--- config.mk ---
export PLATFORM = sky130hd
export DESIGN_NAME = pad_event_unit_flat
export DESIGN_NICKNAME = d
export VERILOG_FILES = /design/src/rtl/pad_event_unit_if.sv /design/src/rtl/pad_event_unit.sv /design/src/flat_wrapper.sv
export SDC_FILE = /design/constraint.sdc
export NUM_CORES = 1
export LEC_CHECK = 0
export BUFFER_PORTS_ARGS = -buffer_cell sky130_fd_sc_hd__buf_2
export CAP_MARGIN = 20
export CORE_MARGIN = 2
export CORE_UTILIZATION = 30
export CTS_CLUSTER_DIAMETER = 50
export DETAILED_ROUTE_END_ITERATION = 10
export PLACE_DENSITY = 0.5
export RECOVER_POWER = 100
export SETUP_SLACK_MARGIN = 0.1
export SLEW_MARGIN = 10
export SYNTH_ARGS = -nofsm -noshare
export SYNTH_HDL_FRONTEND = slang
export SYNTH_SLANG_ARGS = --single-unit
--- constraint.sdc ---
create_clock -name clk -period 3.2 [get_ports clk]
set_clock_uncertainty 0.1 [all_clocks]
set_input_delay 0 -clock clk [delete_from_list [all_inputs] [get_ports clk]]
set_output_delay 0 -clock clk [all_outputs]
set_load 0.005 [all_outputs]
--- src/rtl/pad_event_unit_if.sv ---
// CPU bus view of the pad event unit: select, strobes, word address, data and irq.
// Latency: rdata is combinational from addr/sel; irq is a registered level.
// Backpressure: none; every strobe is accepted on the cycle it is asserted.
interface pad_event_unit_if;
    logic        sel;
    logic        re;
    logic        we;
    logic [1:0]  addr;
    logic [31:0] wdata;
    logic [31:0] rdata;
    logic        irq;

    modport master (output sel, re, we, addr, wdata, input rdata, irq);
    modport slave  (input sel, re, we, addr, wdata, output rdata, irq);
endinterface

--- src/rtl/pad_event_unit.sv ---
// Paces gamepad polls, debounces button words and reports changes as state, sticky edges and a FIFO.
// Latency: commit one cycle after the debounce count completes; events drain one bit per cycle over 16 cycles.
// Backpressure: none upstream; FIFO overflow drops events and sets a sticky OVF flag.
module pad_event_unit #(
    parameter int POLL_CYCLES = 1000,
    parameter int DEBOUNCE    = 3,
    parameter int FIFO_DEPTH  = 8
) (
    input  logic             clk,
    input  logic             rst_n,
    output logic             poll_req,
    input  logic             spi_busy,
    input  logic             spi_valid,
    input  logic [15:0]      spi_rdata,
    pad_event_unit_if.slave  bus
);
    localparam int TW = $clog2(POLL_CYCLES);
    localparam int PW = $clog2(FIFO_DEPTH);

    typedef enum logic {S_IDLE, S_SCAN} fsm_t;

    fsm_t            fsm_q, fsm_d;
    logic [3:0]      idx_q, idx_d;
    logic [TW-1:0]   timer_q, timer_d;
    logic            pend_q, pend_d;
    logic            poll_q, poll_d;
    logic [15:0]     last_raw_q, last_raw_d;
    logic [3:0]      stable_q, stable_d;
    logic [15:0]     btn_q, btn_d;
    logic [15:0]     pressed_q, pressed_d;
    logic [15:0]     released_q, released_d;
    logic [15:0]     chg_q, chg_d;
    logic [15:0]     kind_q, kind_d;
    logic [PW-1:0]   wr_ptr_q, wr_ptr_d;
    logic [PW-1:0]   rd_ptr_q, rd_ptr_d;
    logic [PW:0]     count_q, count_d;
    logic            ovf_q, ovf_d;
    logic            irq_q, irq_d;
    logic [4:0]      fifo_mem [FIFO_DEPTH];

    logic            expire, commit, push_req, push, pop, full;
    logic [15:0]     raw, rise, fall;
    logic [4:0]      ev_dat, head;
    logic            unused_wdata;

    assign unused_wdata = ^bus.wdata[30:16];

    assign expire   = (timer_q == TW'(POLL_CYCLES - 1));
    assign raw      = ~spi_rdata;
    assign rise     = last_raw_q & ~btn_q;
    assign fall     = ~last_raw_q & btn_q;
    assign commit   = (fsm_q == S_IDLE) && (stable_q == 4'(DEBOUNCE)) && (last_raw_q != btn_q);
    assign full     = (count_q == (PW+1)'(FIFO_DEPTH));
    assign push_req = (fsm_q == S_SCAN) && chg_q[idx_q];
    assign push     = push_req && !full;
    assign pop      = bus.sel && bus.re && (bus.addr == 2'd3) && (count_q != '0);
    assign ev_dat   = {kind_q[idx_q], idx_q};
    assign head     = fifo_mem[rd_ptr_q];
    assign poll_req = poll_q;
    assign bus.irq  = irq_q;

    // Scan sequencer: walks the changed-bit mask one index per cycle after each commit.
    always_comb begin
        fsm_d = fsm_q;
        idx_d = idx_q;
        case (fsm_q)
            S_IDLE: if (commit) begin
                fsm_d = S_SCAN;
                idx_d = '0;
            end
            S_SCAN: begin
                idx_d = idx_q + 4'd1;
                if (idx_q == 4'd15) fsm_d = S_IDLE;
            end
            default: fsm_d = S_IDLE;
        endcase
    end

    // Scan sequencer state register.
    always_ff @(posedge clk or negedge rst_n) begin
        if (!rst_n) begin
            fsm_q <= S_IDLE;
            idx_q <= '0;
        end else begin
            fsm_q <= fsm_d;
            idx_q <= idx_d;
        end
    end

    // Poll pacing, debounce, commit, sticky edges and FIFO bookkeeping.
    always_comb begin
        timer_d    = expire ? '0 : timer_q + 1'b1;
        // A request that hits a busy controller waits; later expiries fold into it.
        poll_d     = !spi_busy && (expire || pend_q);
        pend_d     = spi_busy && (expire || pend_q);

        last_raw_d = last_raw_q;
        stable_d   = stable_q;
        if (spi_valid && fsm_q == S_IDLE) begin
            if (raw == last_raw_q) begin
                if (stable_q != 4'(DEBOUNCE)) stable_d = stable_q + 4'd1;
            end else begin
                last_raw_d = raw;
                stable_d   = 4'd1;
            end
        end

        btn_d      = btn_q;
        chg_d      = chg_q;
        kind_d     = kind_q;
        pressed_d  = pressed_q;
        released_d = released_q;
        if (bus.sel && bus.we && bus.addr == 2'd1) pressed_d  = pressed_q & ~bus.wdata[15:0];
        if (bus.sel && bus.we && bus.addr == 2'd2) released_d = released_q & ~bus.wdata[15:0];
        // Sets are applied after the clears so a same-cycle W1C cannot lose an edge.
        if (commit) begin
            btn_d      = last_raw_q;
            chg_d      = rise | fall;
            kind_d     = last_raw_q;
            pressed_d  = pressed_d | rise;
            released_d = released_d | fall;
        end

        ovf_d = ovf_q;
        if (bus.sel && bus.we && bus.addr == 2'd3 && bus.wdata[31]) ovf_d = 1'b0;
        if (push_req && full) ovf_d = 1'b1;

        wr_ptr_d = push ? wr_ptr_q + 1'b1 : wr_ptr_q;
        rd_ptr_d = pop  ? rd_ptr_q + 1'b1 : rd_ptr_q;
        count_d  = count_q;
        if (push && !pop) count_d = count_q + 1'b1;
        if (!push && pop) count_d = count_q - 1'b1;
        irq_d    = (count_d != '0);
    end

    // Datapath state registers.
    always_ff @(posedge clk or negedge rst_n) begin
        if (!rst_n) begin
            timer_q    <= '0;
            pend_q     <= 1'b0;
            poll_q     <= 1'b0;
            last_raw_q <= '0;
            stable_q   <= '0;
            btn_q      <= '0;
            pressed_q  <= '0;
            released_q <= '0;
            chg_q      <= '0;
            kind_q     <= '0;
            wr_ptr_q   <= '0;
            rd_ptr_q   <= '0;
            count_q    <= '0;
            ovf_q      <= 1'b0;
            irq_q      <= 1'b0;
        end else begin
            timer_q    <= timer_d;
            pend_q     <= pend_d;
            poll_q     <= poll_d;
            last_raw_q <= last_raw_d;
            stable_q   <= stable_d;
            btn_q      <= btn_d;
            pressed_q  <= pressed_d;
            released_q <= released_d;
            chg_q      <= chg_d;
            kind_q     <= kind_d;
            wr_ptr_q   <= wr_ptr_d;
            rd_ptr_q   <= rd_ptr_d;
            count_q    <= count_d;
            ovf_q      <= ovf_d;
            irq_q      <= irq_d;
        end
    end

    // Event storage; contents are only meaningful between the pointers, so no reset.
    always_ff @(posedge clk) begin
        if (push) fifo_mem[wr_ptr_q] <= ev_dat;
    end

    // Register read mux.
    always_comb begin
        bus.rdata = '0;
        if (bus.sel) begin
            case (bus.addr)
                2'd0:    bus.rdata = {16'b0, btn_q};
                2'd1:    bus.rdata = {16'b0, pressed_q};
                2'd2:    bus.rdata = {16'b0, released_q};
                default: bus.rdata = {ovf_q, 22'b0, (count_q != '0), 2'b0,
                                      (count_q != '0) & head[4], 1'b0,
                                      (count_q != '0) ? head[3:0] : 4'b0};
            endcase
        end
    end
endmodule

--- src/flat_wrapper.sv ---
// flat-port wrapper written by rule: the top's interface ports become plain ports
module pad_event_unit_flat 
#(
    parameter int POLL_CYCLES = 1000,
    parameter int DEBOUNCE    = 3,
    parameter int FIFO_DEPTH  = 8
)
  (clk, rst_n, poll_req, spi_busy, spi_valid, spi_rdata, bus_sel, bus_re, bus_we, bus_addr, bus_wdata, bus_rdata, bus_irq);
  pad_event_unit_if bus_i ();
  input  logic clk;
  input  logic rst_n;
  output logic poll_req;
  input  logic spi_busy;
  input  logic spi_valid;
  input  logic [15:0] spi_rdata;
  input wire logic [$bits(bus_i.sel)-1:0] bus_sel;
  input wire logic [$bits(bus_i.re)-1:0] bus_re;
  input wire logic [$bits(bus_i.we)-1:0] bus_we;
  input wire logic [$bits(bus_i.addr)-1:0] bus_addr;
  input wire logic [$bits(bus_i.wdata)-1:0] bus_wdata;
  output wire logic [$bits(bus_i.rdata)-1:0] bus_rdata;
  output wire logic [$bits(bus_i.irq)-1:0] bus_irq;
  assign bus_i.sel = bus_sel;
  assign bus_i.re = bus_re;
  assign bus_i.we = bus_we;
  assign bus_i.addr = bus_addr;
  assign bus_i.wdata = bus_wdata;
  assign bus_rdata = bus_i.rdata;
  assign bus_irq = bus_i.irq;
  pad_event_unit #(.POLL_CYCLES(POLL_CYCLES), .DEBOUNCE(DEBOUNCE), .FIFO_DEPTH(FIFO_DEPTH)) u_core (.clk(clk), .rst_n(rst_n), .poll_req(poll_req), .spi_busy(spi_busy), .spi_valid(spi_valid), .spi_rdata(spi_rdata), .bus(bus_i));
endmodule
# Word-level counts from Yosys, hierarchy flattened
# Memory sizes are Yosys's and may differ from the RTL's.
# Cells that the tools add are included.
# Widths: inputs -> output; s select.
# classes
n_eq_ne	12
bitwise_logic	14
n_lt_le_gt_ge	1
muxes	25
n_reduce_logical	29
addsub	7
# ops
op	n
$pmux 32 s3	1
$and 16x16->16	4
$mux 16	4
$not 16->16	4
$or 16x16->16	3
$mux 32	1
$mux 4	6
$logic_and 1x1->1	18
$eq 16x16->1	1
$ne 16x16->1	1
$add 4x1->4 const B	3
$add 10x1->10 const B	1
$eq 10x10->1 const B	1
$mux 10	1
$bmux 1 s4	2
$eq 4x4->1 const B	2
$mux 1	8
$pmux 4 s2	1
$reduce_bool 4->1	2
$add 3x1->3 const B	2
$lt 4x5->1 const B	1
$eq 2x2->1 const B	2
$eq 4x2->1 const B	1
$logic_not 1->1	4
other kinds (12)	14
# word_totals
in_bits	57
out_inout_bits	34
ram_bits	40
elab_cells	105
mem_count	1
register_bits	113
# mem_list
name	depth	width	rd	rd_ports_with_merged_regs	wr	line_no	text
u_core.fifo_mem	8	5	1	0	1	pad_event_unit.sv:39	logic [4:0] fifo_mem [FIFO_DEPTH];

# Longest topological paths before layout
# Gate-level depths: netlist of run 1.
# depth
depth_word	8
depth_mapped	9
mapped_depth_nobuf	8

# Worst setup path before layout of run 1
# No wires, ideal clock.
# synth_timing
kind	register to register
start	register u_core.idx_q[0]
end	memory u_core.fifo_mem[1][0] (enable)
synth_period_minus_slack_ns	2.439
path_stages_with_launch	9
arrival_ns	1.966
path_slack_ns	0.761
n_path_buf	2
cell_sequence	dfrtp_1 buf_4 mux2i_1 a221oi_2 nand3_2 a21oi_4 buf_6 nand2_4 nor3_1
# synth_via
elab_chain_cells	6
# synth_lines
element	line_no	text
from (decl)	pad_event_unit.sv:23	logic [3:0] idx_q, idx_d;
from (signal assigned)	pad_event_unit.sv:86	idx_q <= idx_d;
$bmux 1 s4	pad_event_unit.sv:54	assign push_req = (fsm_q == S_SCAN) && chg_q[idx_q];
$mux 1 (not written as such)	pad_event_unit.sv:54	
$logic_and 1x1->1	pad_event_unit.sv:54	
$logic_and 1x1->1	pad_event_unit.sv:55	assign push = push_req && !full;
$mux 1	pad_event_unit.sv:175	if (push) fifo_mem[wr_ptr_q] <= ev_dat;
$mux 1 (not written as such)	pad_event_unit.sv:175	
to (decl)	pad_event_unit.sv:39	
# Every way passes these cells. The select of a mux whose other input is x is not followed.

# Worst setup path after layout of run 1
# layout_timing
start	register u_core.idx_q[0]
end	memory u_core.fifo_mem[4][4] (data pin)
# layout_via
elab_chain_cells	2
# layout_lines
element	line_no	text
$bmux 1 s4	pad_event_unit.sv:57	assign ev_dat = {kind_q[idx_q], idx_q};
$mux 1 (not written as such)	pad_event_unit.sv:57	
named net u_core.ev_dat[4]	pad_event_unit.sv:43	logic [4:0] ev_dat, head;
# The timed path passes the listed nets, and every way through them passes these cells. The select of a mux whose other input is x is not followed.

==> results of run 1 <==
==> area by class of cell <==
class / instances / area, um2
multi-input cells: 481 / 3340
fillers: 2535 / 15800
repair buffers: 127 / 865
well taps: 330 / 413
inverters: 35 / 131
clock buffers: 18 / 450
clock inverters: 14 / 194
flip-flops and latches: 153 / 4030
==> power groups by stage <==
stage	Combinational (W)	Sequential (W)	Clock, W
final	0.000591	0.00223	0.00220
after global routing	0.000662	0.00226	0.00235
after CTS	0.000602	0.00224	0.00225
after detailed placement	0.000562	0.00227	0
after global placement	0.000561	0.00228	0
after floorplan	0.000457	0.00215	0
==> registers in the layout, indices dropped and copies added, names as in the netlist <==
name / count
u_core.btn_q: 16
u_core.bus.irq: 1
u_core.chg_q: 16
u_core.count_q: 4
u_core.fifo_mem: 40
u_core.fsm_q: 1
u_core.idx_q: 4
u_core.last_raw_q: 16
u_core.ovf_q: 1
u_core.pend_q: 1
u_core.poll_req: 1
u_core.pressed_q: 16
u_core.rd_ptr_q: 3
u_core.released_q: 16
u_core.stable_q: 4
u_core.timer_q: 10
u_core.wr_ptr_q: 3
==> path summary, 6_finish.rpt <==
kind	startpoint	end
min reg2reg	u_core.timer_q[0]$_DFF_PN0_	u_core.timer_q[0]$_DFF_PN0_
min in group asynchronous	rst_n	u_core.released_q[13]$_DFF_PN0_
max reg2reg	u_core.idx_q[0]$_DFFE_PN0P_	u_core.fifo_mem[4][4]$_DFFE_PP_
max in group asynchronous	rst_n	u_core.chg_q[8]$_DFFE_PN0P_
max	u_core.idx_q[0]$_DFFE_PN0P_	u_core.fifo_mem[4][4]$_DFFE_PP_
min	spi_busy	u_core.poll_req$_DFF_PN0_
==> timing repair <==
action                                 CTS  global route
hold buffers                            40             0
setup endpoints to repair                0             0
endpoints found under the hold margin  108             0
==> stage by stage <==
step	utilization, %	std cells	power, W	setup WS [ns]	instance area (um2)
after CTS	37.6	1158	0.00509	0.619	9500
after floorplan	-	721	0.00261	0.761	7810
final	37.3	1158	0.00503	0.365	9420
after detailed placement	33.5	1086	0.00283	0.621	8450
after global routing	37.3	1158	0.00527	0.237	9420
after global placement	33.5	1086	0.00284	0.632	8450
==> kinds of logic (layout without fill, tap and decap cells) <==
family                   after synthesis  in the layout  synth area share, %
AND/OR/NAND/NOR                      214            214                 12.9
flip-flops                           153            153                 51.9
AO/OA/AOI/OAI                        128            128                 10.5
buffers and inverters                 87            194                 5.52
multiplexers                          49             49                 8.76
adder cells (fa/ha/maj)               40             40                 6.42
XOR/XNOR                              35             35                 3.95
other                                  1             15               0.0483
==> worst max-delay path: stages (launching register included) <==
cell	delay, ns
sky130_fd_sc_hd__dfrtp_1	0.63
sky130_fd_sc_hd__clkbuf_1	0.60
sky130_fd_sc_hd__mux4_2	0.62
sky130_fd_sc_hd__mux4_2	0.58
==> routing by layer <==
metal	share of wire, %	vias to the layer above	wire length (um)
li1	-	2650	-
met1	54	2732	10500
met2	42	80	8210
met3	3.1	10	613
met4	1.1	0	205
met5	0	-	0
==> placed cells by master, fill, tap and decap left out, types with 3 or more instances in the layout <==
cell type / synthesis / final
sky130_fd_sc_hd__nor4_1: 7 / 7
sky130_fd_sc_hd__mux2i_1: 33 / 33
sky130_fd_sc_hd__buf_4: 16 / 15
sky130_fd_sc_hd__nor2b_1: 8 / 9
sky130_fd_sc_hd__clkbuf_16: 0 / 18
sky130_fd_sc_hd__a22o_1: 34 / 34
sky130_fd_sc_hd__edfxtp_1: 40 / 40
sky130_fd_sc_hd__nor2_1: 16 / 16
sky130_fd_sc_hd__nand2b_1: 3 / 3
sky130_fd_sc_hd__and2_0: 0 / 9
sky130_fd_sc_hd__o21ai_0: 79 / 79
sky130_fd_sc_hd__nor3_1: 5 / 5
sky130_fd_sc_hd__clkbuf_1: 17 / 19
sky130_fd_sc_hd__ha_1: 39 / 39
sky130_fd_sc_hd__mux4_2: 15 / 15
sky130_fd_sc_hd__buf_2: 15 / 50
sky130_fd_sc_hd__inv_6: 0 / 6
sky130_fd_sc_hd__inv_1: 35 / 35
sky130_fd_sc_hd__dfrtp_1: 113 / 113
sky130_fd_sc_hd__inv_8: 0 / 3
sky130_fd_sc_hd__a21oi_1: 4 / 5
sky130_fd_sc_hd__xnor2_1: 27 / 27
sky130_fd_sc_hd__nand4_1: 8 / 8
sky130_fd_sc_hd__nand3_1: 11 / 11
sky130_fd_sc_hd__bufinv_16: 0 / 3
sky130_fd_sc_hd__xor2_1: 8 / 8
sky130_fd_sc_hd__nand2_1: 127 / 128
sky130_fd_sc_hd__conb_1: 1 / 15
sky130_fd_sc_hd__dlygate4sd3_1: 0 / 40
==> summary.log, run 1 <==
INFO  cts            cts-resized-gates=0
INFO  final_layout   design.final.nets=911
INFO  critical_path  worst_setup_ep_type=flip-flop
INFO  yosys          netlist_instances=707
INFO  detailed_routing number_of_vias_after_detailed_routing=5,472
INFO  global_routing remaining_global_route_overflow=0
INFO  final_layout   antennaDiodeCount=0
INFO  place          io_buffers=60
INFO  power          power.density_cell_area=534nW/um2
INFO  critical_path  worst-r2r-setup-slack=0.37ns
INFO  global_routing grt.met3_usage=2.74%
INFO  yosys          synth-seq-area-share=51.9%
INFO  final_layout   layout-area-overhead-vs-synth=21.4%
INFO  timing         period_needed=2.83ns
INFO  run_status     failing_checks=capacitance limit, slew limit
INFO  place          final_weighted_congestion_in_routability_driven_placement=0.761
INFO  global_routing wire_length_of_the_first_global_routing_pass=30,900um
INFO  timing         worst-slew-pin-transition=1.51ns
INFO  detailed_routing dr.first_iter.drc_count=478
INFO  yosys          synth_commonest_cells=sky130_fd_sc_hd__nand2_1, sky130_fd_sc_hd__dfrtp_1, sky130_fd_sc_hd__o21ai_0
INFO  final_layout   drive_above_1_share=14.7%
INFO  floorplanning  floorplan.initialDensity=30.7%
INFO  cts            cts_buffers=17
INFO  cts            cts_htree_levels=4
INFO  yosys          register_bit_count_reported_by_yosys=153
INFO  yosys          yosysUniqueCellTypes=53
INFO  detailed_routing ant_nets=0
INFO  yosys          syn_area=7760um2
INFO  critical_path  number_of_cells_on_the_worst_reg_to_reg_path=3
INFO  global_routing grt.met2_usage=21.4%
INFO  yosys          post-synth-top-count-cell=sky130_fd_sc_hd__nand2_1
INFO  cts            cts.reportedPaths.clkPinSlew=0.07ns
INFO  critical_path  timing.critical_path.arrival=2.86ns
INFO  cts            worst_skew_pair.late_latency=0.43ns
INFO  cts            clockBufferDepth=2
INFO  place          place_hpwl=13,900um
INFO  timing         worst_slew_margin_rel=-0.492%
INFO  yosys          top_cells_by_area_synth=sky130_fd_sc_hd__dfrtp_1, sky130_fd_sc_hd__edfxtp_1, sky130_fd_sc_hd__ha_1
INFO  yosys          synth_top_area_cell=sky130_fd_sc_hd__dfrtp_1
INFO  cts            tritoncts_num_sinks=153
INFO  yosys          synth-edff-count=40
INFO  timing         final_min_period_over_clock_period=88.6%
INFO  floorplanning  num_rows=58
INFO  global_routing largest_net_degree_at_the_start_of_global_routing=66
INFO  critical_path  crit_required=3.22ns
INFO  timing         grt_setup_unrepaired=false
INFO  power          logic_gate_share_of_total_power=11.8%
INFO  floorplanning  die_y=165um
INFO  global_routing grt_busiest_layer=met1
INFO  run_status     run_status=finished with violations
INFO  power          cellLeakagePower=4.03nW
INFO  floorplanning  design.die.area=27,200um2
INFO  cts            tritoncts=built
INFO  power          p_clk_share=43.8%
INFO  hold_path      timing.hold.worst_path_depth=3
INFO  critical_path  worstSetupStartpointType=flip-flop
INFO  detailed_routing drc=0
INFO  power          p_sw=0.00135W
INFO  global_routing antenna_found_initial=0
INFO  timing         timing.fmax=353MHz
INFO  power          power.switching_fraction=26.9%
INFO  floorplanning  i_o_pins=91
INFO  floorplanning  die_width=165um
INFO  timing         holdWs=0.155ns
INFO  global_routing grt.met1_usage=23.9%
INFO  power          irDropWorstVdd=284uV
INFO  global_routing number_of_global_route_vias_before_repair=5,397
INFO  power          p_int=0.00367W
INFO  critical_path  worstPathMaxFanout=14
INFO  critical_path  crit_type=flip-flop to flip-flop
INFO  timing         setup-tns-final=0ns
INFO  detailed_routing detail_route.vias_per_cell=4.73
INFO  global_routing global_route.usage.total=15.3%
INFO  power          power.share.sequential=44.4%
INFO  timing         finalSetupViolations=0
INFO  yosys          synth_largest_type_area_fraction=36.4%
INFO  yosys          synthArstFlopShare=73.9%
INFO  yosys          ys.flop_type=sky130_fd_sc_hd__dfrtp_1
INFO  timing         hold_viol_final=0
INFO  detailed_routing first_pass_iters=5
INFO  floorplanning  core_area=25,300um2
INFO  hold_path      classification_of_the_worst_slack_hold_path=input port to flip-flop
INFO  yosys          synth.avg_cell_area=11.0um2
INFO  detailed_routing post_drt_wl_per_cell=16.9um
INFO  timing         max_slew_violation_count=20
INFO  flow_run       cap_viol_max_count=1
INFO  cts            postCtsSetupBuffers=0
INFO  detailed_routing finalWirelength=19,500um
INFO  yosys          yosys_warnings=0
INFO  cts            clock_tree.root_cell=sky130_fd_sc_hd__clkbuf_16
Power figures use the tool's default switching activity.
==> inputs of run 2 (changes only) <==
- BUFFER_PORTS_ARGS: -buffer_cell sky130_fd_sc_hd__buf_2 -> -buffer_cell sky130_fd_sc_hd__clkbuf_2
- HOLD_SLACK_MARGIN: unset -> 0.02
- SKIP_LAST_GASP: unset -> 1
==> run 2 against run 1 <==
The run still ends with capacitance limit, slew limit left. Sequential power is essentially flat. Maximum frequency up 8.5%. Non-clock buffer count grew 2. Total power decreased by 3.7%. Global-route usage fell by 0.094 points. Sequential share of layout area rose by 0.21 points. Count of clock-buffer cells in the layout decreased by 1.
==> summary.log, run 2 (synthesis results as in run 1) <==
INFO  run_status     run_status=finished with violations
INFO  run_status     failing_checks=capacitance limit, slew limit
INFO  global_routing global_route.usage.total=15.2% [-0.094 points]
INFO  cts            clock_tree.root_cell=sky130_fd_sc_hd__clkbuf_16
INFO  critical_path  critPathMaxStageDelay=0.62ns [about the same]
INFO  cts            tritoncts=built
INFO  critical_path  worstSetupStartpointType=flip-flop
INFO  critical_path  crit_slowest_cell=sky130_fd_sc_hd__nand2_1
INFO  global_routing antenna_found_initial=0 [unchanged]
INFO  detailed_routing finalWirelength=19,700um [+0.69%]
INFO  critical_path  crit_type=flip-flop to flip-flop
INFO  floorplanning  num_rows=58 [unchanged]
INFO  power          p_total=0.00484W [-3.7%]
INFO  timing         hold_viol_final=0 [unchanged]
INFO  final_layout   design.final.nets=913 [+0.22%]
INFO  timing         period_needed=2.61ns [-0.221 ns]
INFO  critical_path  worst_r2r_start=u_core.last_raw_q[2]$_DFFE_PN0P_
INFO  timing         setup-tns-final=0ns [unchanged]
INFO  power          p_int=0.00342W [-7.0%]
INFO  timing         final_min_period_over_clock_period=81.7% [-6.9 points]
INFO  critical_path  regToRegEndpoint=u_core.last_raw_q[5]$_DFFE_PN0P_
INFO  global_routing remaining_global_route_overflow=0 [unchanged]
INFO  flow_run       cap_viol_max_count=1 [unchanged]
INFO  critical_path  crit_chain=clkbuf_1, xnor2_1, nor4_1, nand4_1, nand2_1, o21ai_0
INFO  place          place_hpwl=14,100um [+1.2%]
INFO  floorplanning  i_o_pins=91 [unchanged]
INFO  critical_path  worstPathMaxFanout=28 [+14]
INFO  timing         max_slew_violation_count=68 [+240%]
INFO  final_layout   finish.instance_area=9370um2 [-0.49%]
INFO  hold_path      holdPathEnd=u_core.poll_req$_DFF_PN0_
INFO  critical_path  number_of_cells_on_the_worst_reg_to_reg_path=6 [+3]
INFO  hold_path      timing.hold.worst_path_depth=3 [unchanged]
INFO  floorplanning  die_y=165um [unchanged]
INFO  detailed_routing first_pass_iters=5 [unchanged]
INFO  detailed_routing drc=0 [unchanged]
INFO  final_layout   drive_above_1_share=15.2% [+0.45 points]
INFO  critical_path  crit_required=3.38ns [+0.16 ns]
INFO  final_layout   n_fill_cell=2,542 [+0.28%]
INFO  cts            cts_buffers=17 [unchanged]
INFO  detailed_routing detail_route.vias_per_cell=4.66 [-1.5%]
INFO  final_layout   layout-area-overhead-vs-synth=20.8%
INFO  power          p_sw=0.00143W [+5.2%]
INFO  global_routing largest_net_degree_at_the_start_of_global_routing=68 [+3.0%]
INFO  critical_path  timing.critical_path.arrival=2.79ns [-0.07 ns]
INFO  cts            tritoncts_num_sinks=153 [unchanged]
INFO  hold_path      hold_path.startpoint=spi_busy
INFO  floorplanning  die_width=165um [unchanged]
INFO  place          post_dp_cell_area=8470um2 [+0.18%]
INFO  detailed_routing dr.first_iter.drc_count=422 [-12%]
INFO  global_routing number_of_global_route_vias_before_repair=5,389 [-0.15%]
INFO  floorplanning  core_area=25,300um2 [unchanged]
INFO  place          io_buffers=60 [unchanged]
INFO  power          irDropWorstVdd=329uV [+16%]
INFO  detailed_routing ant_nets=0 [unchanged]
INFO  final_layout   final_cell_mix=sky130_fd_sc_hd__nand2_1, sky130_fd_sc_hd__dfrtp_1, sky130_fd_sc_hd__o21ai_0
INFO  cts            cts.reportedPaths.clkPinSlew=0.08ns [about the same]
INFO  power          power.density_cell_area=516nW/um2 [-3.2%]
INFO  floorplanning  floorplan.initialDensity=30.7% [unchanged]
INFO  timing         worst_slew_margin_rel=-17.2% [-17 points]
INFO  power          p_clk_share=41.8% [-2.0 points]
INFO  final_layout   antennaDiodeCount=0 [unchanged]
INFO  power          power.share.sequential=46.1% [+1.7 points]
INFO  final_layout   largest_register_ff_count=40 [unchanged]
INFO  power          power.switching_fraction=29.4% [+2.5 points]
INFO  detailed_routing number_of_vias_after_detailed_routing=5,401 [-1.3%]
INFO  cts            worst_skew_pair.late_latency=0.43ns [about the same]
INFO  timing         grt_setup_unrepaired=false
INFO  power          logic_gate_share_of_total_power=12.1% [+0.3 points]
INFO  global_routing wire_length_of_the_first_global_routing_pass=30,800um [-0.53%]
INFO  cts            clockBufferDepth=2 [unchanged]
INFO  timing         worst-slew-pin-transition=1.76ns [+0.251 ns]
INFO  critical_path  worst-r2r-setup-slack=0.59ns [+0.22 ns]
INFO  timing         timing.fmax=383MHz [+8.5%]
INFO  power          cellLeakagePower=3.99nW [-0.91%]
INFO  critical_path  worst_setup_ep_type=flip-flop
INFO  place          final_weighted_congestion_in_routability_driven_placement=0.774 [+1.7%]
INFO  cts            cts_htree_levels=4 [unchanged]
INFO  final_layout   max_flop_register=u_core.fifo_mem
INFO  timing         finalSetupViolations=0 [unchanged]
INFO  final_layout   layout_commonest_cell=sky130_fd_sc_hd__nand2_1
INFO  detailed_routing post_drt_wl_per_cell=16.9um [+0.52%]
INFO  floorplanning  design.die.area=27,200um2 [unchanged]
INFO  hold_path      classification_of_the_worst_slack_hold_path=input port to flip-flop
==> run 2: changes by cell type in the layout (fill, tap and decap cells not counted), moves of 3 or more <==
| cell | before | now |
|---|---|---|
| sky130_fd_sc_hd__clkbuf_2 | 2 | 57 |
| sky130_fd_sc_hd__buf_2 | 50 | 0 |
| sky130_fd_sc_hd__clkinv_8 | 0 | 4 |
| sky130_fd_sc_hd__bufinv_16 | 3 | 0 |
==> run 2: how the worst max path moves through the flow <==
stage / slack [ns] / cells after the start / end / from
floorplan: 0.76 / 8 / u_core.fifo_mem[1][0]$_DFFE_PP_ / u_core.idx_q[0]$_DFFE_PN0P_
global placement: 0.70 / 6 / u_core.fifo_mem[6][1]$_DFFE_PP_ / u_core.idx_q[0]$_DFFE_PN0P_
detailed placement: 0.67 / 6 / u_core.fifo_mem[6][1]$_DFFE_PP_ / u_core.idx_q[0]$_DFFE_PN0P_
CTS: 0.63 / 4 / bus_rdata[0] / u_core.rd_ptr_q[0]$_DFFE_PN0P_
global route: 0.25 / 6 / u_core.last_raw_q[5]$_DFFE_PN0P_ / u_core.last_raw_q[2]$_DFFE_PN0P_
finish: 0.59 / 6 / u_core.last_raw_q[5]$_DFFE_PN0P_ / u_core.last_raw_q[2]$_DFFE_PN0P_
==> run 2: through the flow <==
stage | std cells | utilization [%] | hold WS, ns | setup slack (ns)
after global placement | 1088 | 33.5 | 0.0669 | 0.699
after global routing | 1160 | 37.1 | 0.161 | 0.250
final | 1160 | 37.1 | 0.161 | 0.587
after CTS | 1160 | 37.5 | 0.134 | 0.634
after detailed placement | 1088 | 33.5 | 0.0738 | 0.674
after floorplan | 721 | - | -0.396 | 0.761
==> run 2: per-layer routing <==
metal / GRT usage (%) / vias up / part of all wire, %
li1: - / 2655 / -
met2: 21.5 / 107 / 42
met3: 2.99 / 10 / 5.4
met1: 23.2 / 2629 / 51
met5: 0 / - / 0
met4: 4.66 / 0 / 0.64
==> run 2: layout make-up <==
class	instances	area (um2)	area share, %
timing repair buffer	129	858	9.16
clock buffer	17	425	4.54
clock inverter	15	170	1.82
multi-input combinational	481	3350	35.7
inverter	35	131	1.40
tap	330	413	4.40
sequential	153	4030	43.0
==> run 2: power groups by stage <==
stage	Clock [W]	Combinational (W)	Sequential, W
global route	0.00215	0.000663	0.00225
detailed placement	0	0.000561	0.00227
global placement	0	0.000561	0.00227
floorplan	0	0.000457	0.00215
finish	0.00202	0.000588	0.00223
CTS	0.00207	0.000602	0.00223
==> run 2: worst max-delay path: cells and delay by family, from the launching register on <==
family          cells  cell delay (ns)
flops               1             0.45
buf+inv             1             0.35
compound gates      1             0.18
simple gates        3             1.22
xor+xnor            1             0.14
==> run 2: repair_timing <==
item,CTS,global route
buffers inserted,0,0
endpoints found under the hold margin,124,0
resized for setup,0,0
hold buffers,40,0
==> inputs of run 3 (changes only) <==
- ABC_AREA: unset -> 1
- clock period: 3.2 -> 2.5 ns (I/O delays scaled with it)
==> run 3 against run 2 <==
The flow now finishes without violations. Combinational power is 66% higher. Die area is 1.7% higher. Sequential power is 30% higher. First-iteration DRC count is 26% lower. Wire length is 1.5% higher. Via count is 14% higher. Register-to-register slack worse by 0.43 ns. Setup slack worse by 0.52 ns. Count of clock-buffer cells in the layout stayed put. Critical path type is now input port to output pin.
==> summary.log, run 3 <==
INFO  hold_path      timing.hold.worst_path_depth=3 [unchanged]
INFO  final_layout   n_fill_cell=2,674 [+5.2%]
INFO  place          io_buffers=60 [unchanged]
INFO  global_routing antenna_found_initial=0 [unchanged]
INFO  critical_path  crit_type=input port to output pin
INFO  critical_path  regToRegEndpoint=u_core.fifo_mem[6][0]$_DFFE_PP_
INFO  detailed_routing ant_nets=0 [unchanged]
INFO  final_layout   layout.core_utilization=37.1% [about the same]
INFO  timing         max_slew_violation_count=0 [-100%]
INFO  floorplanning  design.die.area=27,600um2 [+1.7%]
INFO  cts            clockBufferDepth=2 [unchanged]
INFO  timing         grt_setup_unrepaired=true
INFO  run_status     run_status=complete, no violations
INFO  yosys          synth_xor_xnor_area_share=2.22% [-1.7 points]
INFO  final_layout   layout-area-overhead-vs-synth=22.2%
INFO  yosys          synth.avg_cell_area=8.90um2 [-19%]
INFO  yosys          ys.flop_type=sky130_fd_sc_hd__dfrtp_1
INFO  cts            cts.reportedPaths.clkPinSlew=0.07ns [about the same]
INFO  final_layout   layout_commonest_cell=sky130_fd_sc_hd__nand2_1
INFO  yosys          yosys.area_share.adder=6.18% [-0.24 points]
INFO  cts            cts_buffers=17 [unchanged]
INFO  power          cellLeakagePower=4.43nW [+11%]
INFO  timing         worst_slew_margin_rel=3.66% [+21 points]
INFO  timing         timing.fmax=411MHz
INFO  detailed_routing number_of_vias_after_detailed_routing=6,138 [+14%]
INFO  timing         worst-slew-pin-transition=1.45ns [-0.313 ns]
INFO  final_layout   drive_above_1_share=13.1% [-2.1 points]
INFO  yosys          yosys_warnings=0 [unchanged]
INFO  cts            cts_htree_levels=4 [unchanged]
INFO  final_layout   largest_register_ff_count=40 [unchanged]
INFO  floorplanning  floorplan.initialDensity=30.4% [-0.34 points]
INFO  timing         final_min_period_over_clock_period=97.2%
INFO  floorplanning  die_y=166um [+0.86%]
INFO  yosys          top_cells_by_area_synth=sky130_fd_sc_hd__dfrtp_1, sky130_fd_sc_hd__edfxtp_1, sky130_fd_sc_hd__o21ai_0
INFO  yosys          register_bit_count_reported_by_yosys=153 [unchanged]
INFO  detailed_routing finalWirelength=19,900um [+1.5%]
INFO  yosys          synth-edff-count=40 [unchanged]
INFO  timing         period_needed=2.43ns
INFO  critical_path  critPathCapture=bus_rdata[5]
INFO  cts            tritoncts=built
INFO  detailed_routing detail_route.vias_per_cell=4.51 [-3.1%]
INFO  detailed_routing post_drt_wl_per_cell=14.7um [-13%]
INFO  yosys          post-synth-top-count-cell=sky130_fd_sc_hd__nand2_1
INFO  place          pre_cts_worst_setup_slack=0.139ns [-0.535 ns]
INFO  detailed_routing drc=0 [unchanged]
INFO  critical_path  worst-r2r-setup-slack=0.16ns [-0.43 ns]
INFO  detailed_routing dr.first_iter.drc_count=313 [-26%]
INFO  floorplanning  num_rows=59 [+1.7%]
INFO  place          place_hpwl=14,700um [+4.2%]
INFO  yosys          synth.mux.area_fraction=1.27% [-7.5 points]
INFO  yosys          synth-seq-area-share=51.0% [-0.90 points]
INFO  global_routing global_route.usage.total=15.0% [-0.18 points]
INFO  critical_path  number_of_cells_on_the_worst_reg_to_reg_path=9 [+3]
INFO  critical_path  crit_required=2.40ns [-0.98 ns]
INFO  timing         hold_viol_final=0 [unchanged]
INFO  final_layout   antennaDiodeCount=0 [unchanged]
INFO  power          power.density_cell_area=678nW/um2 [+31%]
INFO  yosys          synth_largest_type_area_fraction=35.8% [-0.63 points]
INFO  cts            tritoncts_num_sinks=153 [unchanged]
INFO  yosys          syn_area=7900um2 [+1.8%]
INFO  critical_path  worst_r2r_start=u_core.idx_q[0]$_DFFE_PN0P_
INFO  critical_path  worst_setup_ep_type=output pin
INFO  floorplanning  die_width=166um [+0.86%]
INFO  flow_run       cap_viol_max_count=0 [-1]
INFO  detailed_routing first_pass_iters=5 [unchanged]
INFO  timing         worst_slack=0.0696ns [-0.517 ns]
INFO  yosys          synthArstFlopShare=73.9% [unchanged]
INFO  yosys          largest_family_of_logic_cells_by_synthesized_area=simple AND/OR/NAND/NOR gates
INFO  cts            postCtsSetupBuffers=0 [unchanged]
INFO  yosys          netlist_instances=887 [+25%]
INFO  critical_path  worstPathMaxFanout=12 [-57%]
INFO  critical_path  startpoint=bus_addr[0]
INFO  place          final_weighted_congestion_in_routability_driven_placement=0.809 [+4.5%]
INFO  yosys          synth_commonest_cells=sky130_fd_sc_hd__nand2_1, sky130_fd_sc_hd__inv_1, sky130_fd_sc_hd__o21ai_0
INFO  yosys          synth_top_area_cell=sky130_fd_sc_hd__dfrtp_1
INFO  global_routing wire_length_of_the_first_global_routing_pass=32,700um [+6.2%]
INFO  yosys          synth_compound_gate_area_share=13.5% [+3.0 points]
INFO  cts            clock_tree.root_cell=sky130_fd_sc_hd__clkbuf_16
INFO  global_routing remaining_global_route_overflow=0 [unchanged]
INFO  floorplanning  core_area=26,000um2 [+2.9%]
INFO  critical_path  worstSetupStartpointType=input port
INFO  hold_path      classification_of_the_worst_slack_hold_path=input port to flip-flop
INFO  final_layout   design.final.nets=1,108 [+21%]
INFO  yosys          yosysUniqueCellTypes=43 [-19%]
INFO  yosys          post_synth_and_or_nand_nor_area_fraction=15.5% [+2.6 points]
INFO  global_routing number_of_global_route_vias_before_repair=6,108 [+13%]
INFO  final_layout   final_cell_mix=sky130_fd_sc_hd__nand2_1, sky130_fd_sc_hd__inv_1, sky130_fd_sc_hd__o21ai_0
INFO  power          irDropWorstVdd=353uV [+7.1%]
INFO  global_routing largest_net_degree_at_the_start_of_global_routing=55 [-19%]
INFO  floorplanning  i_o_pins=91 [unchanged]
INFO  timing         finalSetupViolations=0 [unchanged]
INFO  cts            worst_skew_pair.late_latency=0.43ns [about the same]
INFO  critical_path  timing.critical_path.arrival=2.33ns [-0.46 ns]
INFO  final_layout   max_flop_register=u_core.fifo_mem
## run 3: cell types whose count changed after synthesis, moves of 14 or more
cell | previous run | this run
sky130_fd_sc_hd__mux4_2 | 15 | 0
sky130_fd_sc_hd__o211ai_1 | 1 | 15
sky130_fd_sc_hd__nand2_1 | 127 | 160
sky130_fd_sc_hd__inv_1 | 35 | 141
sky130_fd_sc_hd__o21ai_0 | 79 | 124
sky130_fd_sc_hd__nand3_1 | 11 | 29
sky130_fd_sc_hd__a21oi_1 | 4 | 31
sky130_fd_sc_hd__a22o_1 | 34 | 0
sky130_fd_sc_hd__nor2_1 | 16 | 62
sky130_fd_sc_hd__mux2i_1 | 33 | 10
## run 3: timing repair
item / 4_1_cts / 5_1_grt
resized for setup: 0 / 2
endpoints found under the setup margin: 0 / 19
hold endpoints to repair: 170 / 0
hold buffers: 41 / 0
## run 3: layout make-up
class | instances | area [um2] | area share, %
Sequential cell | 153 | 4030 | 41.8
Multi-Input combinational cell | 557 | 3110 | 32.2
Timing Repair Buffer | 137 | 936 | 9.70
Inverter | 146 | 552 | 5.72
Clock buffer | 17 | 425 | 4.41
Tap cell | 335 | 419 | 4.34
Clock inverter | 15 | 176 | 1.83
## run 3: worst min-delay path by stage
stage | start | endpoint | slack (ns)
after floorplan | rst_n | u_core.btn_q[0]$_DFFE_PN0P_ | -0.40
after global placement | rst_n | u_core.last_raw_q[10]$_DFFE_PN0P_ | -0.15
after detailed placement | rst_n | u_core.last_raw_q[10]$_DFFE_PN0P_ | -0.14
after CTS | rst_n | u_core.last_raw_q[10]$_DFFE_PN0P_ | 0.02
after global routing | spi_busy | u_core.poll_req$_DFF_PN0_ | 0.18
final | spi_busy | u_core.poll_req$_DFF_PN0_ | 0.17
## run 3: through the flow
step | std cells | total power, W | TNS (ns) | hold WS (ns) | area, um2
floorplan | 901 | 0.00353 | 0 | -0.396 | 7950
global placement | 1287 | 0.00390 | 0 | -0.146 | 8710
detailed placement | 1287 | 0.00391 | 0 | -0.142 | 8710
CTS | 1360 | 0.00664 | 0 | 0.0229 | 9730
global route | 1360 | 0.00689 | -0.740 | 0.180 | 9650
finish | 1360 | 0.00654 | 0 | 0.174 | 9650
## run 3: kinds of logic (layout without fill, tap and decap cells)
kind of cell / after synthesis / count (layout)
other cells: 1 / 15
xor+xnor: 20 / 20
fa+ha+maj: 39 / 39
buf+inv: 191 / 315
flops: 153 / 153
mux: 10 / 10
compound gates: 191 / 191
simple gates: 282 / 282
## run 3: where the power goes
part	internal, W	switching [W]
Combinational	0.000412	0.000567
Sequential	0.00272	0.000178
Clock	0.00151	0.00115
## run 3: routing by layer
layer  wire (um)  GRT usage, %  up-vias  part of all wire [%]
li1            -             -     3125                     -
met3         692          2.98       20                   3.5
met4         352          4.91        0                   1.8
met2        8710          22.6      113                    44
met5           0             0        -                     0
met1       10200          21.7     2880                    51
## run 3: worst max-delay path, cell delays in order
cell and delay, ns:
sky130_fd_sc_hd__dlygate4sd3_1 0.53, sky130_fd_sc_hd__clkbuf_1 0.22, sky130_fd_sc_hd__inv_1 0.09, sky130_fd_sc_hd__nor2_1 0.32, sky130_fd_sc_hd__clkbuf_1 0.57, sky130_fd_sc_hd__nand2_1 0.10
sky130_fd_sc_hd__o211ai_1 0.19, sky130_fd_sc_hd__a32o_1 0.19, sky130_fd_sc_hd__clkbuf_2 0.12
